[src/rtl/input_debouncer_pkg.sv]
// Shared constants and FSM encodings for the input conditioning stages.
// Also used by the downstream edge-detect stage.
package input_debouncer_pkg;

    localparam logic TRUE  = 1'b1;
    localparam logic FALSE = 1'b0;

    typedef enum logic [1:0] {
        IDLE_LOW  = 2'd0,
        RISE_WAIT = 2'd1,
        IDLE_HIGH = 2'd2,
        FALL_WAIT = 2'd3
    } state_t;

    function automatic state_t idle_for(input logic lvl);
        return lvl ? IDLE_HIGH : IDLE_LOW;
    endfunction

endpackage

[src/rtl/sync_2ff.sv]
// Two-flop synchronizer for a single asynchronous level input.
// Reusable for any async input; no logic between the flops.
module sync_2ff #(
    parameter logic RESET_VALUE = 1'b0
) (
    input  logic clk,
    input  logic reset_n,
    input  logic d,
    output logic q
);

    logic r_s1;
    logic r_s2;

    always_ff @(posedge clk or negedge reset_n) begin
        if (!reset_n) begin
            r_s1 <= RESET_VALUE;
            r_s2 <= RESET_VALUE;
        end else begin
            r_s1 <= d;
            r_s2 <= r_s1;
        end
    end

    assign q = r_s2;

endmodule

[src/rtl/input_debouncer.sv]
// Debounces a raw async level: 2-flop sync, then a counter-timed
// stability filter so out_level only follows a held input.
module input_debouncer
    import input_debouncer_pkg::*;
#(
    parameter int unsigned STABLE_CYCLES = 4,
    parameter logic        INIT_LEVEL    = 1'b0
) (
    input  logic clk,
    input  logic reset_n,
    input  logic in,
    output logic out_level,
    output logic settling
);

    localparam int unsigned COUNTER_WIDTH = $clog2(STABLE_CYCLES) + 1;

    typedef logic [COUNTER_WIDTH-1:0] count_t;

    localparam count_t LAST   = count_t'(STABLE_CYCLES - 1);
    localparam count_t ONE    = count_t'(1);
    localparam logic   SINGLE = (STABLE_CYCLES == 1);

    logic   w_in_sync;
    state_t r_state;
    count_t r_count;
    logic   r_out_level;
    logic   r_settling;

    sync_2ff #(
        .RESET_VALUE(INIT_LEVEL)
    ) u_sync (
        .clk    (clk),
        .reset_n(reset_n),
        .d      (in),
        .q      (w_in_sync)
    );

    // Any reversal during a WAIT state discards the candidate.
    always_ff @(posedge clk or negedge reset_n) begin
        if (!reset_n) begin
            r_state     <= idle_for(INIT_LEVEL);
            r_count     <= '0;
            r_out_level <= INIT_LEVEL;
            r_settling  <= FALSE;
        end else begin
            case (r_state)
                IDLE_LOW: begin
                    if (w_in_sync == TRUE) begin
                        if (SINGLE) begin
                            r_state     <= IDLE_HIGH;
                            r_out_level <= TRUE;
                        end else begin
                            r_state    <= RISE_WAIT;
                            r_count    <= ONE;
                            r_settling <= TRUE;
                        end
                    end
                end
                RISE_WAIT: begin
                    if (w_in_sync == FALSE) begin
                        r_state    <= IDLE_LOW;
                        r_count    <= '0;
                        r_settling <= FALSE;
                    end else if (r_count == LAST) begin
                        r_state     <= IDLE_HIGH;
                        r_out_level <= TRUE;
                        r_count     <= '0;
                        r_settling  <= FALSE;
                    end else begin
                        r_count <= r_count + ONE;
                    end
                end
                IDLE_HIGH: begin
                    if (w_in_sync == FALSE) begin
                        if (SINGLE) begin
                            r_state     <= IDLE_LOW;
                            r_out_level <= FALSE;
                        end else begin
                            r_state    <= FALL_WAIT;
                            r_count    <= ONE;
                            r_settling <= TRUE;
                        end
                    end
                end
                FALL_WAIT: begin
                    if (w_in_sync == TRUE) begin
                        r_state    <= IDLE_HIGH;
                        r_count    <= '0;
                        r_settling <= FALSE;
                    end else if (r_count == LAST) begin
                        r_state     <= IDLE_LOW;
                        r_out_level <= FALSE;
                        r_count     <= '0;
                        r_settling  <= FALSE;
                    end else begin
                        r_count <= r_count + ONE;
                    end
                end
                default: begin
                    r_state    <= idle_for(r_out_level);
                    r_count    <= '0;
                    r_settling <= FALSE;
                end
            endcase
        end
    end

    assign out_level = r_out_level;
    assign settling  = r_settling;

endmodule

[config.mk]
export PLATFORM = sky130hd
export DESIGN_NAME = input_debouncer
export DESIGN_NICKNAME = d
export VERILOG_FILES = /design/src/rtl/input_debouncer_pkg.sv /design/src/rtl/sync_2ff.sv /design/src/rtl/input_debouncer.sv
export SDC_FILE = /design/constraint.sdc
export NUM_CORES = 1
export LEC_CHECK = 0
export ABC_AREA = 1
export CAP_MARGIN = 0
export CELL_PAD_IN_SITES_DETAIL_PLACEMENT = 0
export CELL_PAD_IN_SITES_GLOBAL_PLACEMENT = 1
export CORE_MARGIN = 5
export CORE_UTILIZATION = 30
export DETAILED_ROUTE_END_ITERATION = 10
export PLACE_DENSITY_LB_ADDON = 0.1
export SETUP_SLACK_MARGIN = 0.2
export SKIP_LAST_GASP = 1
export SLEW_MARGIN = 20
export SYNTH_ARGS = -nofsm -noshare
export SYNTH_HDL_FRONTEND = slang
export SYNTH_SLANG_ARGS = --single-unit
export TNS_END_PERCENT = 100
[constraint.sdc]
create_clock -name clk -period 1.2 [get_ports clk]
set_clock_uncertainty 0.1 [all_clocks]
set_input_delay 0.24 -clock clk [delete_from_list [all_inputs] [get_ports clk]]
set_output_delay 0.24 -clock clk [all_outputs]
set_load 0.02 [all_outputs]
==> impl_metrics.ini <==
[run_status]
status = completed

[placed_design]
gp_congestion = 0.738
hpwl_um = 647
io_buffers = 4
pre_cts_ws_ns = -0.0756
dp_cells = 71

[routing]
ant_nets = 0
route.detailed.drc = 0
post_drt_wl_per_cell_um = 11.8
wirelength_um = 946
via_count = 367
drt_first_pass_iters = 4
vias_per_cell = 4.59
drt_iter0_drc = 2

[power_and_ir_drop]
p_leak_nw = 0.306
powerDensity_nw_per_um2 = 2320
power.total_w = 0.00145
peakVddDrop_mv = 0.854

[cts]
cts_sinks = 9
worstSkewPairLatency_ns = 0.26
clk_pin_slew_ns = 0.06
clockBufferDepth = 2
cts-hold-fix-buffers = 0
cts_buffers = 3
cts_root_buf = clkbuf_4
cts_tree = yes
htreeDepth = 1

[grt]
grt_antenna_before_repair = 0
track_usage_pct = 10.8
gr-total-overflow = 0
grt_start_max_net_pins = 10
grt_pass1_wl_um = 1660
grt_pass1_vias = 389

[synth]
synth_area_per_cell_um2 = 8.24
syn_area_um2 = 420
synthMuxAreaShare_pct = 0
yosysSeqAreaShare_pct = 53.6
synthSimpleGateAreaFrac_pct = 30.4
synthDistinctLibCells = 11
synthXorXnorAreaFrac_pct = 0
ys_warn_count = 0
synth_compound_area_share_pct = 2.38
synth_fa_ha_area_share_pct = 2.98
synth-seq-cells = 9
synth_top_family_by_area = simple AND/OR/NAND/NOR gates
syn_inst = 51
syn_nets = 55

[die]
die_y_um = 47.4
rows = 13
die-area_um2 = 2250
die_x_um = 47.4
design.core.area_um2 = 1320
top_level_ports = 5
initial_core_util_pct = 31.9

[hold_path]
hp-class = input port to asynchronous set/reset pin

[setup_path]
crit_type = flop to flop
crit_required_ns = 1.25
path_buf_inv = 1
crit_family = flip-flops
cpMostUsedCell = nand2_1
cp_cell_sequence = ha_4, nand3_4, nand2_2, nand2_1, nand2_1, inv_1
slowest_delay_ns = 0.39
cp.arrival_ns = 1.17
endpoint_kind = flop
crit_path_max_fanout = 3
crit_slowest_cell = dfrtp_1
worst_setup_path_start_kind = flop

[layout]
fillers = 121
instances_no_fill = 80
seq_area_um2 = 229
nets = 70
multi_input_area_um2 = 213
area.growth.synth_to_final_pct = 48.5
diodes = 0
drive_gt1_share_pct = 50.8

[timing]
tightest_slew_ns = 0.192
worst_slack_ns = 0.0799
finalCritPeriodShare_pct = 93.3
slew_headroom_pct = 87.2
setup-violations-final = 0
drv_slew = 0
rsz0062_at_grt = yes
period_minus_slack_ns = 1.12
clock.fmax_mhz = 893
finalHoldViolations = 0

[flow_run]
cap_viol_max_count = 0
[kinds of logic (layout without fill, tap and decap cells)]
| group | Yosys count | after routing |
|---|---|---|
| AND/OR/NAND/NOR | 28 | 28 |
| buffers and inverters | 11 | 25 |
| flip-flops | 9 | 9 |
| AO/OA/AOI/OAI | 2 | 2 |
| adder cells (fa/ha/maj) | 1 | 1 |
[report_power, final]
group	total (W)	switching [W]	internal, W
logic	0.000682	0.000346	0.000336
registers	0.000536	0.000125	0.000411
clock network	0.000231	0.000103	0.000128
[layout by cell type, fill, tap and decap left out]
master | synthesis | routed
nand2_1 | 15 | 9
buf_4 | 1 | 7
nand2_2 | 2 | 6
dfrtp_1 | 9 | 6
inv_2 | 4 | 4
inv_1 | 6 | 4
nand3_1 | 6 | 4
nand4_1 | 4 | 4
dfrtp_2 | 0 | 3
clkbuf_4 | 0 | 3
inv_4 | 0 | 2
o21ai_1 | 2 | 2
nand2_4 | 0 | 2
clkdlybuf4s50_1 | 0 | 2
buf_6 | 0 | 2
nand3_4 | 0 | 1
nor2_4 | 0 | 1
nand3_2 | 0 | 1
ha_4 | 0 | 1
clkbuf_1 | 0 | 1
[synth_stat cells]
cell / number / area, um2
ha_1: 1 / 12.5
buf_4: 1 / 7.51
nand3_1: 6 / 30.0
inv_1: 6 / 22.5
nand2_1: 15 / 56.3
inv_2: 4 / 15.0
o21ai_1: 2 / 10.0
dfrtp_1: 9 / 225
nand2_2: 2 / 12.5
nor2_1: 1 / 3.75
nand4_1: 4 / 25.0
[cell type report]
class                           count  share of cell area, %
Clock buffer                        4                   4.21
Inverter                           10                   6.81
Multi-Input combinational cell     31                   34.1
Sequential cell                     9                   36.7
Tap cell                           15                   3.01
Timing Repair Buffer               11                   15.2
[routing by layer]
metal  vias up  share of wire (%)  GRT usage (%)  wire length (um)
met1       175                 43           12.0               409
met5         -                  0              0                 0
met3         2                4.3           2.26                41
met2         4                 52           18.7               488
li1        186                  -              -                 -
met4         0               0.63           6.63                 6
[through the flow]
step	setup TNS (ns)	instance area [um2]	hold WS, ns	utilization (%)
after floorplan	0	435	-0.156	-
after global placement	-0.126	502	0.241	38.1
after detailed placement	-0.140	502	0.262	38.1
after CTS	0	599	0.171	45.5
after global routing	0	624	0.186	47.4
final	0	624	0.167	47.4
[timing repair]
item,CTS,global route
setup endpoints to repair,9,9
pin swaps,6,2
buffers inserted,3,2
gates resized for setup,24,5
cloned,0,0
[path summary, 6_finish.rpt]
kind	start	to	slack (ns)	depth (start not counted)
hold reg to reg	u_sync.r_s1	u_sync.q	0.26	0
hold / removal	reset_n	r_count[2]	0.17	2
max in group asynchronous	reset_n	r_state[0]	0.68	2
setup reg to reg	r_count[0]	settling	0.08	6
min in group clk	u_sync.r_s1	u_sync.q	0.26	0
setup / recovery	r_count[0]	settling	0.08	6
Power figures use the tool's default switching activity.
